**config.mk**
```make
export PLATFORM = sky130hd
export DESIGN_NAME = id_scoreboard
export DESIGN_NICKNAME = d
export VERILOG_FILES = /design/src/rtl/id_scoreboard.sv
export SDC_FILE = /design/constraint.sdc
export NUM_CORES = 1
export LEC_CHECK = 0
export CELL_PAD_IN_SITES_DETAIL_PLACEMENT = 1
export CELL_PAD_IN_SITES_GLOBAL_PLACEMENT = 1
export CORE_MARGIN = 5
export CORE_UTILIZATION = 39
export CTS_CLUSTER_DIAMETER = 60
export CTS_CLUSTER_SIZE = 12
export DETAILED_ROUTE_END_ITERATION = 8
export DONT_BUFFER_PORTS = 1
export GPL_TIMING_DRIVEN = 1
export PLACE_DENSITY = 0.65
export SLEW_MARGIN = 20
export SYNTH_ARGS = -nofsm -noshare
export SYNTH_HDL_FRONTEND = slang
export SYNTH_SLANG_ARGS = --single-unit
export TNS_END_PERCENT = 1
```
**constraint.sdc**
```tcl
create_clock -name clk -period 5.8 [get_ports clk]
set_clock_uncertainty 0.15 [all_clocks]
set_input_delay 1.16 -clock clk [delete_from_list [all_inputs] [get_ports clk]]
set_output_delay 1.16 -clock clk [all_outputs]
set_load 0.01 [all_outputs]
```
**src/rtl/id_scoreboard.sv**
```systemverilog
// id_scoreboard: decode-stage RAW hazard detector placed ahead of the
// register file read ports. It tracks the destinations of instructions in
// EX, MEM and WB and stalls the decoding instruction when a source is not
// yet readable. It also keeps a saturating count of stall cycles.
// Optional build macro SCOREBOARD_FWD_EN adds bypass selects and restricts
// stalls to load-use hazards.
module id_scoreboard #(
  parameter int CNT_W = 16,
  parameter int AW    = 4
) (
  input  logic             clk,
  input  logic             rst,
  input  logic [AW-1:0]    p0_addr,
  input  logic [AW-1:0]    p1_addr,
  input  logic             re0,
  input  logic             re1,
  input  logic             issue_valid,
  input  logic             issue_we,
  input  logic [AW-1:0]    issue_dst_addr,
  input  logic             issue_is_load,
  input  logic             flush,
  input  logic             hlt,
  output logic             stall,
  output logic [1:0]       fwd0_sel,
  output logic [1:0]       fwd1_sel,
  output logic [CNT_W-1:0] stall_cnt
);

  logic          exVld_q, exWe_q, exLd_q;
  logic [AW-1:0] exAddr_q;
  logic          memVld_q, memWe_q, memLd_q;
  logic [AW-1:0] memAddr_q;
  logic          wbVld_q, wbWe_q, wbLd_q;
  logic [AW-1:0] wbAddr_q;

  logic          exVld_d, exWe_d, exLd_d;
  logic [AW-1:0] exAddr_d;
  logic          memVld_d, memWe_d, memLd_d;
  logic [AW-1:0] memAddr_d;

  logic [CNT_W-1:0] stallCnt_q, stallCnt_d;

  logic hit0Ex, hit0Mem, hit1Ex, hit1Mem;

  // WB contents and the halt strobe never influence hazard decisions:
  // the register file writes in the first half-cycle and reads in the second.
  logic unusedBits;
  assign unusedBits = ^{hlt, wbVld_q, wbWe_q, wbAddr_q, wbLd_q, exLd_q};

  // Source/stage match; R0 is hardwired zero so it can never be a hazard.
  always_comb begin
    hit0Ex  = re0 & exVld_q  & exWe_q  & (exAddr_q  == p0_addr) & (|p0_addr);
    hit0Mem = re0 & memVld_q & memWe_q & (memAddr_q == p0_addr) & (|p0_addr);
    hit1Ex  = re1 & exVld_q  & exWe_q  & (exAddr_q  == p1_addr) & (|p1_addr);
    hit1Mem = re1 & memVld_q & memWe_q & (memAddr_q == p1_addr) & (|p1_addr);
  end

`ifdef SCOREBOARD_FWD_EN
  // With bypassing only a load still in EX cannot be forwarded in time.
  always_comb begin
    stall    = issue_valid & ~flush & exLd_q & (hit0Ex | hit1Ex);
    fwd0_sel = hit0Ex ? 2'd1 : (hit0Mem ? 2'd2 : 2'd0);
    fwd1_sel = hit1Ex ? 2'd1 : (hit1Mem ? 2'd2 : 2'd0);
  end
`else
  // Without bypassing any producer still in EX or MEM blocks the read.
  always_comb begin
    stall    = issue_valid & ~flush & (hit0Ex | hit0Mem | hit1Ex | hit1Mem);
    fwd0_sel = 2'd0;
    fwd1_sel = 2'd0;
  end
`endif

  // Next stage contents: flush squashes both decode and EX, so neither advances.
  always_comb begin
    exVld_d   = issue_valid & ~stall & ~flush;
    exWe_d    = issue_we;
    exAddr_d  = issue_dst_addr;
    exLd_d    = issue_is_load;
    memVld_d  = exVld_q & ~flush;
    memWe_d   = exWe_q;
    memAddr_d = exAddr_q;
    memLd_d   = exLd_q;
  end

  // Saturating count of cycles spent stalled.
  always_comb begin
    stallCnt_d = stallCnt_q;
    if (stall && (stallCnt_q != {CNT_W{1'b1}}))
      stallCnt_d = stallCnt_q + {{(CNT_W-1){1'b0}}, 1'b1};
  end

  // Shift the in-flight destination pipeline; reset drops every pending hazard.
  always_ff @(posedge clk or posedge rst) begin
    if (rst) begin
      exVld_q   <= 1'b0;
      exWe_q    <= 1'b0;
      exAddr_q  <= '0;
      exLd_q    <= 1'b0;
      memVld_q  <= 1'b0;
      memWe_q   <= 1'b0;
      memAddr_q <= '0;
      memLd_q   <= 1'b0;
      wbVld_q   <= 1'b0;
      wbWe_q    <= 1'b0;
      wbAddr_q  <= '0;
      wbLd_q    <= 1'b0;
    end else begin
      exVld_q   <= exVld_d;
      exWe_q    <= exWe_d;
      exAddr_q  <= exAddr_d;
      exLd_q    <= exLd_d;
      memVld_q  <= memVld_d;
      memWe_q   <= memWe_d;
      memAddr_q <= memAddr_d;
      memLd_q   <= memLd_d;
      wbVld_q   <= memVld_q;
      wbWe_q    <= memWe_q;
      wbAddr_q  <= memAddr_q;
      wbLd_q    <= memLd_q;
    end
  end

  // Stall-cycle counter register.
  always_ff @(posedge clk or posedge rst) begin
    if (rst)
      stallCnt_q <= '0;
    else
      stallCnt_q <= stallCnt_d;
  end

  assign stall_cnt = stallCnt_q;

endmodule

```
Yosys cells after proc, flatten, opt, wreduce, memory -nomap -nowiden
Index checks and enable logic that the tools add are counted.
Storage, ports and cells
  flip-flop bits (word level): 28
  bits of input ports: 21
  word-level logic and storage cells: 42
Cells by class
  $add $sub $neg: 1
  eq/ne operators: 5
  bitwise logic cells: 26
  reduce and logical (&&, ||, !) cells: 3
Operator list (count)
  $and 1x1->1: 21
  $add 16x1->16 const B: 1
  $eq 4x4->1: 4
  $ne 16x16->1 const B: 1
  $reduce_or 4->1: 2
  $or 1x1->1: 3
  $not 1->1: 2
  $logic_and 1x1->1: 1

Longest topological paths before layout
Gate-level depths: netlist of run 1.
  depth in word-level cells: 11
  gate-level depth with buffers: 7
  gate-level depth less buffers: 7

Worst setup path before layout of run 1
OpenSTA, ideal clock, no wires.
  kind: input port to output port
  start: input port p1_addr[0]
  end: output port stall
  arrival: 2.275 ns
  data required time: 4.490 ns
  setup slack: 2.215 ns
  cell stages on the path: 5
  path buffers: 1
  cells stage by stage: o41ai_2 -> nor4_2 -> a211oi_4 -> buf_6 -> nor2_1
Between the ends
  word-level cells in the longest chain between the ends: 6
  elaborated cells between the ends (all ways): 10
  classes of those cells: 2 x eq/ne; 7 x bitwise; 1 x reduce/logical
RTL lines
  from (decl): RTL line 14  | input logic [AW-1:0] p1_addr,
  $eq 4x4->1: RTL line 54  | hit1Ex = re1 & exVld_q & exWe_q & (exAddr_q == p1_addr) & (|p1_addr);
  $and 1x1->1 (2 in series): RTL line 54
  $or 1x1->1: RTL line 68  | stall = issue_valid & ~flush & (hit0Ex | hit0Mem | hit1Ex | hit1Mem);
  $or 1x1->1 (*): RTL line 68
  $and 1x1->1 (*): RTL line 68
  to (decl): RTL line 23  | output logic stall,
Every way passes the cells marked *; elsewhere a longest branch is shown, timed or not.

Worst setup path after layout of run 1
Same ends and word-level chain as after synthesis.

==> flow_summary.ini, run 1 <==
[status]
status = completed

[routing]
top_layer = met4
met2WireLength_mm = 1.372
drc = 0
drt_wl_total_mm = 2.795
viasPerCell = 5.244
vias = 902
antenna_left = 0
avgRoutedWirePerCell_um = 16.25
wl_met1_mm = 1.109
first_pass_iters = 4
dr.first_iter.drc_count = 24
wl_met3_um = 280

[placed_design]
io_buffers = 0
hpwlAfterDp_mm = 2.156
gp_congestion = 0.7424

[cts]
cts_buffers = 3
clock_latency_ps = 330
hold_buffers = 0
cts.root.buffer_cell = clkbuf_4
clockBufferDepth = 2
tritoncts = yes
postCtsSetupBuffers = 0
cts.sinks = 28
cts_resized = 0
htree_levels = 1
clk_pin_slew_ps = 150

[yosys]
async_flop_share_pct = 100.0
synth_flop_cell = dfrtp_1
yosys.cell_types.count = 30
synth_seq_cells = 28
synth_area_leaders = dfrtp_1 50%, xor2_1 11%, xnor2_1 8.7%, nand3_1 5.3%, nor3_1 3.5%
yosys.area.top_type = dfrtp_1
syn-cell-area_um2 = 1411
syn_avg_cell_area_um2 = 11.38
synth_edf_count = 0
ys_warn_count = 0
syn_inst = 124
synthTopCellsByCount = 28 x dfrtp_1, 17 x xor2_1, 15 x nand3_1
ys_seq_area_share_pct = 49.65
netlist.area_leader.share_pct = 49.65
synth.most_common_cell = dfrtp_1

[sta]
rsz0062_at_grt = no
setup_tns_ps = 0
fin_crit_sh_pct = 67.12
setup_viol = 0
worst_slew_pin_slew_ps = 803.7
hold_viol = 0
fin_hold_ws_ps = 289.4
report.final.slew_viol_count = 0
slew_headroom_pct = 46.25
fmax_ghz = 0.2569
min_period_ps = 3893

[layout]
multiInputGateArea_um2 = 676.9
nFillCells = 397
layout-area-overhead-vs-synth_pct = 5.674
nets = 149
diodes = 0
seqCellArea_um2 = 700.7
drive_above_1_share_pct = 11.11

[floorplan]
start_util_pct = 41.32
dieWidth_um = 70.16
die_area_um2 = 4922
rows = 21
core_area_um2 = 3416
pin_count = 42
die_h_um = 70.16

[global_routing]
antenna_found_initial = 0
grt_pass1_vias = 943
grt_overflow_total = 0
grt_max_degree = 29
grt_pass1_wl_mm = 4.678
groute.usage.overall_pct = 11.98

[critical_path]
slowest_delay_ps = 700
path_delay_family = compound AO/OA/AOI/OAI gates
cp-end-kind = primary output
start_kind = primary input
crit_chain = o41ai_2 -> nor4_2 -> a211oi_4 -> nor2_1
arrival_ps = 2580
crit_type = in -> out
crit_slowest_cell = a211oi_4
critPathRequiredTime_ps = 4490
critical_path_buf_inv_count = 0
path_max_fanout = 17

[power]
power_uw = 360.3
p_leak_nw = 0.6662
power_per_cell_area_nw_per_um2 = 241.6
ir_drop_uv = 122.7

[worst_hold_path]
holdCritPathClass = reg -> reg

[flow_run]
maxCapViolations = 0
## cell usage in the layout, fill, tap and decap left out, drive strengths merged
cell	instances
nor4	2
dfrtp	28
o41ai	1
nor2b	3
a2111o	1
nor3b	1
clkbuf	3
bufinv	1
conb	4
nor3	11
nand2	4
xor2	17
o41a	1
inv	1
o32ai	1
nor4b	1
xnor2	14
nor2	6
mux2	1
nand2b	1
and2	1
a211oi	1
nand3	15
ha	1
nand4	3
and3	3
## where the power goes
group,internal (mW),total (mW),switching (mW),leakage (nW)
logic,0.0115,0.0252,0.0138,0.272
clock network,0.0699,0.127,0.0573,0.0279
registers,0.201,0.208,0.00690,0.366
total,0.282,0.360,0.0780,0.666
## layout make-up
type	instances	share of cell area, %
Sequential cell	28	46.98
Multi-Input combinational cell	93	45.39
Tap cell	46	3.859
Clock inverter	1	2.013
Clock buffer	3	1.510
Inverter	1	0.2517
## layer usage
metal,up-vias,track usage [%]
li1,428,-
met1,440,14.03
met2,30,19.20
met3,4,6.313
met4,0,3.191
met5,-,0
## worst paths after layout
kind / start / endpoint / slack [ps] / cells after the start
worst max-delay path: p1_addr[0] / stall / 1910 / 4
worst min-delay path: exWe_q$_DFF_PP0_ / memWe_q$_DFF_PP0_ / 290 / 0
worst max register to register: exAddr_q[0]$_DFF_PP0_ / stall_cnt[1]$_DFFE_PP0P_ / 3590 / 6
worst min register to register: exWe_q$_DFF_PP0_ / memWe_q$_DFF_PP0_ / 290 / 0
max in group asynchronous: rst / exAddr_q[2]$_DFF_PP0_ / 4520 / 1
min in group asynchronous: rst / exWe_q$_DFF_PP0_ / 600 / 1
## state kept, by name, indices dropped and copies added (netlist names)
register	count
memAddr_q	4
exAddr_q	4
exVld_q	1
memWe_q	1
stall_cnt	16
memVld_q	1
exWe_q	1
## cell families (layout without fill, tap and decap cells)
logic type | Yosys count | in the layout | synth area share (%)
and+or+nand+nor | 51 | 51 | 20.39
xor gates and xnor gates | 31 | 31 | 19.24
DFF | 28 | 28 | 49.65
buffers and inverters | 6 | 5 | 3.191
AOI/OAI and AO/OA | 5 | 5 | 5.320
adders and majority gates | 1 | 1 | 0.8864
other | 1 | 4 | 0.2657
muxes | 1 | 1 | 1.064
## stage by stage
step	std cells	setup WS [ps]	utilization (%)	area, um2
2_1_floorplan	127	2215	-	1423
3_3_place_gp	168	1909	42.12	1439
3_5_place_dp	168	1882	42.12	1439
4_1_cts	172	1894	43.66	1491
5_1_grt	172	1787	43.66	1491
6_report	172	1907	43.66	1491
No activity file was read; power rests on OpenSTA's default activity.
==> run 2: changes to the inputs <==
Settings changed: PLACE_DENSITY 0.65 to 0.67.
Clock period 5.8 ns to 3.39 ns, I/O delays scaled along.
==> run 2 against run 1 <==
Global-route usage grew 0.52 points. Power grew 71%. Hold slack lost 170 ps. Flip-flop and latch count is the same. First-iteration DRC count grew 67%. Via count grew 1.7%. Clock-buffer cell count is the same. Clock power grew 72%. Sequential power grew 71%. Die area is the same. Design area grew 0.50%.
==> flow_summary.ini, run 2 (synthesized netlist as in run 1, its figures left out) <==
[status]
status = completed

[layout]
mostFrequentLayoutCell = dfrtp_1
diodes = 0
mostFrequentLayoutCells = 28 x dfrtp_1, 17 x xor2_1, 15 x nand3_1, 14 x xnor2_1, 10 x nor3_1
largest_reg_flops = 16
nets = 150
layout-area-overhead-vs-synth_pct = 6.206
final_cells = 173
drive_above_1_share_pct = 11.81

[critical_path]
path_max_fanout = 2
crit_cells = 5
crit_chain = xnor2_1 -> nand3_1 -> o32ai_2 -> a211oi_4 -> nor2_1
slowest_delay_ps = 440
path_delay_family = flip-flops
r2r_slack_ps = 1320
start_kind = flip-flop
crit_slowest_cell = dfrtp_1
startpoint = memAddr_q[1]$_DFF_PP0_
arrival_ps = 1700
reg2reg_from = memAddr_q[1]$_DFF_PP0_
critical_path_buf_inv_count = 0
critPathRequiredTime_ps = 2560
cp-end-kind = primary output
reg2reg_depth = 7
crit_type = reg -> out
rr_endpoint = stall_cnt[1]$_DFFE_PP0P_
worstSetupEndpoint = stall

[cts]
clockBufferDepth = 2
cts.root.buffer_cell = clkbuf_4
cts_resized = 0
hold_buffers = 0
tritoncts = yes
clock_latency_ps = 330
cts_buffers = 3
cts.sinks = 28
postCtsSetupBuffers = 0
clk_pin_slew_ps = 160
htree_levels = 1

[power]
power.share.switching_pct = 21.75
power_per_cell_area_nw_per_um2 = 411.9
p_clk_share_pct = 35.4
seqPwrFrac_pct = 57.6
power_uw = 617.4
ir_drop_uv = 136.3
power.switching_uw = 134.3
p_leak_nw = 0.6704
p_int_uw = 483.1
combPwrFrac_pct = 7.0

[sta]
min_period_ps = 2524
fin_crit_sh_pct = 74.45
setup_viol = 0
worst_slew_pin_slew_ps = 592.7
fmax_ghz = 0.3962
fin_hold_ws_ps = 122.1
rsz0062_at_grt = no
slew_headroom_pct = 60.43
hold_viol = 0
setup_tns_ps = 0
report.final.slew_viol_count = 0

[floorplan]
rows = 21
start_util_pct = 41.32
core_area_um2 = 3416
die_area_um2 = 4922
die_h_um = 70.16
pin_count = 42
dieWidth_um = 70.16

[global_routing]
antenna_found_initial = 0
groute.usage.overall_pct = 12.50
grt_pass1_vias = 1037
grt_max_degree = 29
grt_overflow_total = 0
grt_pass1_wl_mm = 4.981

[placed_design]
hpwlAfterDp_mm = 2.275
gp_congestion = 0.7935
io_buffers = 0
dp.cells = 169

[routing]
viasPerCell = 5.301
first_pass_iters = 4
met2WireLength_mm = 1.429
drc = 0
dr.first_iter.drc_count = 40
vias = 917
wl_met3_um = 226
avgRoutedWirePerCell_um = 16.97
wl_met1_mm = 1.248
drt_wl_total_mm = 2.936
top_layer = met4
antenna_left = 0

[worst_hold_path]
holdCritPathClass = in -> async

[flow_run]
maxCapViolations = 0
run 2: power by group through the flow:
stage / combinational [mW] / sequential, mW / clock, mW
2_1_floorplan: 0.0411 / 0.360 / 0
3_3_place_gp: 0.0427 / 0.362 / 0
3_5_place_dp: 0.0438 / 0.363 / 0
4_1_cts: 0.0440 / 0.356 / 0.228
5_1_grt: 0.0488 / 0.358 / 0.241
6_report: 0.0432 / 0.356 / 0.218
run 2: worst min path at each step:
stage / start / to / slack [ps]
after global routing: rst / stall_cnt[6]$_DFFE_PP0P_ / 150
after CTS: issue_we / exWe_q$_DFF_PP0_ / 190
after floorplan: exWe_q$_DFF_PP0_ / memWe_q$_DFF_PP0_ / 230
after detailed placement: exWe_q$_DFF_PP0_ / memWe_q$_DFF_PP0_ / 260
final: rst / stall_cnt[7]$_DFFE_PP0P_ / 120
after global placement: exWe_q$_DFF_PP0_ / memWe_q$_DFF_PP0_ / 250
run 2: per-stage QoR:
stage                     utilization, %  setup slack, ps  cell area (um2)
final                              43.88            866.1             1499
after global routing               43.88            723.6             1499
after CTS                          43.88            841.1             1499
after detailed placement           42.34            932.0             1446
after global placement             42.34            950.4             1446
after floorplan                        -            768.9             1423
run 2: worst reg2reg max path: cells and delay by family, from the launching register on:
kind	cells	cell delay, ps
XOR/XNOR	1	140
multiplexers	1	310
buffers and inverters	1	210
flip-flops	1	440
AO/OA/AOI/OAI	2	430
AND/OR/NAND/NOR	2	280
run 2: layer usage:
layer  vias to the layer above  global-route usage, %
met2                        28                  21.62
met1                       460                  14.25
met4                         0                  4.468
li1                        425                      -
met5                         -                      0
met3                         4                  4.304
run 2: area by class of cell:
cell class,count,area (um2)
fill,398,1917
tap,46,57.56
inverter,1,3.754
clock buffer,3,22.52
timing repair buffer,1,7.507
clock inverter,1,30.03
sequential,28,700.7
multi-input combinational,93,676.9
==> variant, RTL diff (config.mk and constraints of run 2) <==
Set the parameter `CNT_W` to 18 (it was 16).
--- a/src/rtl/id_scoreboard.sv
+++ b/src/rtl/id_scoreboard.sv
@@ -7,3 +7,3 @@
 module id_scoreboard #(
-  parameter int CNT_W = 16,
+  parameter int CNT_W = 18,
   parameter int AW    = 4
Interface: changed (resized stall_cnt); port bits go from 42 to 44. The function was not compared with the original's and may differ.
==> variant against run 2 <==
Wire length grew 11%. Design area increased by 11%. Synthesized area up 7.5%. Synthesized cell count increased by 8.9%. Utilization increased by 0.83 points. Die area up 6.4%. Setup slack better by 0.10 ns. Non-clock buffer count grew 2. Sequential cell count rose by 2. Total power up 15%. Sequential share of layout area is 1.6 points lower. Worst hold slack better by 0.050 ns. Highest routed layer unchanged.
==> variant: results (changes against run 2) <==
outcome:
  outcome: "finished clean"  # unchanged
grt:
  vias_in_the_first_global_route: 1138  # was 1037
  groute.usage.overall_pct: 13.7  # was 12.5%
  grt_antenna_before_repair: 0  # unchanged
  pin_count_of_the_biggest_net_entering_global_routing: 19  # was 29
  grt_first_pass_wirelength_um: 5600  # was 4980 µm
power:
  vdd_drop_max_mv: 0.176  # was 0.136 mV
  p_leak_nw: 0.705  # was 0.670 nW
  pg_clk_mw: 0.288  # was 0.218 mW
  powerDensity_mw_per_mm2: 428  # was 412 mW/mm²
  switching_share_pct: 22.6  # was 21.8%
  power.sequential.total_mw: 0.381  # was 0.356 mW
placement:
  number_of_instances_in_the_placed_design: 183  # was 169
  port-buffer-count: 0  # unchanged
  routabilityCongestion: 0.812  # was 0.794
  post-dp-hpwl_um: 2570  # was 2270 µm
  instance_area_at_placement_mm2: 0.00157  # was 0.00145 mm²
logic_synthesis:
  postSynthCellCount: 135  # was 124
  cell_types_with_the_highest_counts_after_synthesis: "30 x sky130_fd_sc_hd__dfrtp_1, 22 x sky130_fd_sc_hd__xnor2_1, 14 x sky130_fd_sc_hd__nand3_1"  # was 28 x sky130_fd_sc_hd__dfrtp_1, 17 x sky130_fd_sc_hd__xor2_1, 15 x sky130_fd_sc_hd__nand3_1
  ys_warn_count: 0  # unchanged
  synthArstFlopShare_pct: 100  # unchanged
  synth_flop_cell: "sky130_fd_sc_hd__dfrtp_1"  # unchanged
  count_of_cell_types_in_the_netlist: 27  # was 30
  synth.yosys.seq_area_share_pct: 49.5  # was 49.6%
  synth.area.top_cells: "sky130_fd_sc_hd__dfrtp_1 49%, sky130_fd_sc_hd__xnor2_1 13%, sky130_fd_sc_hd__xor2_1 5.8%"  # was sky130_fd_sc_hd__dfrtp_1 50%, sky130_fd_sc_hd__xor2_1 11%, sky130_fd_sc_hd__xnor2_1 8.7%
setup_path:
  critical-path-max-stage-delay_ns: 0.36  # was 0.44 ns
  critical_path_peak_fanout: 3  # was 2
  crit_arrival_ns: 1.60  # was 1.70 ns
  critical_path.slowest_cell: "sky130_fd_sc_hd__o41ai_2"  # was sky130_fd_sc_hd__dfrtp_1
cts:
  cts_resized: 0  # unchanged
  worst_skew_pair.late_latency_ns: 0.27  # was 0.33 ns
  numCtsBuffers: 5  # was 3
  clk_path_buf_depth: 2  # unchanged
  ctsRootBufferMaster: "sky130_fd_sc_hd__clkbuf_8"  # was sky130_fd_sc_hd__clkbuf_4
  buffers_inserted_during_post_cts_setup_optimization: 0  # unchanged
  htree_levels: 2  # was 1
  clk_pin_slew_worst_paths_ns: 0.06  # was 0.16 ns
routing:
  drtPass1Iterations: 4  # unchanged
  routed_wirelength_um: 3270  # was 2940 µm
  initialDrtViolationCount: 14  # was 40
  routed_via_density: 5.42  # was 5.30
  route.vias.total: 1035  # was 917
cells_and_area:
  design.final.nets: 164  # was 150
  insertedDiodeCount: 0  # unchanged
  largest_register_ff_count: 18  # was 16
  final_layout_size_suffix_gt1_share_pct: 11.9  # was 11.8%
sta:
  slew_headroom_pct: 61.9  # was 60.4%
hold_path:
  worstHoldPathType: "in -> async"  # unchanged
==> variant: cell types whose count changed in the layout (fill, tap and decap cells not counted), moves of 2 or more <==
| cell | run 2 | this run |
|---|---|---|
| sky130_fd_sc_hd__inv_1 | 0 | 2 |
| sky130_fd_sc_hd__xor2_1 | 17 | 10 |
| sky130_fd_sc_hd__nand4_1 | 3 | 8 |
| sky130_fd_sc_hd__dfrtp_1 | 28 | 30 |
| sky130_fd_sc_hd__and3_1 | 3 | 10 |
| sky130_fd_sc_hd__buf_4 | 1 | 3 |
| sky130_fd_sc_hd__xnor2_1 | 14 | 22 |
| sky130_fd_sc_hd__nor3_1 | 10 | 6 |
| sky130_fd_sc_hd__mux2_2 | 0 | 2 |
| sky130_fd_sc_hd__clkbuf_8 | 0 | 6 |
| sky130_fd_sc_hd__clkbuf_4 | 3 | 0 |
| sky130_fd_sc_hd__and4_1 | 0 | 2 |
==> variant: final timing paths <==
path / start / endpoint / slack [ns] / depth (start not counted)
setup / recovery: p1_addr[0] / stall / 0.97 / 5
hold / removal: rst / stall_cnt[16] / 0.17 / 1
setup reg to reg: stall_cnt[0] / stall_cnt[1] / 1.10 / 7
hold reg to reg: exWe_q / memWe_q / 0.22 / 0
max in group asynchronous: rst / exWe_q / 2.28 / 2
min in group clk: exWe_q / memWe_q / 0.22 / 0
==> variant: metal layers <==
metal	GRT usage (%)	vias to the layer above	part of all wire (%)
met5	0	-	0
met4	4.92	0	1.2
met3	4.99	4	7.6
met2	23.1	30	49
met1	16.2	522	43
li1	-	479	-
==> variant: stage by stage <==
| step | setup slack, ns | utilization (%) |
|---|---|---|
| after detailed placement | 0.934 | 42.3 |
| after CTS | 0.947 | 44.7 |
| after global routing | 0.898 | 44.7 |
| final | 0.967 | 44.7 |
| after global placement | 0.949 | 42.3 |
| after floorplan | 0.813 | - |
==> variant: worst max-delay path: cells and delay by family <==
| kind | cells | cell delay [ns] |
|---|---|---|
| compound gates | 2 | 0.45 |
| simple gates | 3 | 0.46 |
==> variant: cells by family after synthesis <==
| kind of cell | share of synthesized area, % |
|---|---|
| flip-flops | 49.5 |
| multiplexers | 1.48 |
| adder cells (fa/ha/maj) | 0.824 |
| XOR/XNOR | 18.5 |
| AO/OA/AOI/OAI | 5.85 |
| buffers and inverters | 3.22 |
| AND/OR/NAND/NOR | 20.4 |
| other | 0.247 |
==> variant: layout make-up <==
type	count	area, µm²
sequential	30	751
timing repair buffer	3	22.5
fill	433	2050
clock buffer	7	86.3
inverter	2	7.51
multi-input combinational	100	729
clock inverter	1	5.00
tap	48	60.1
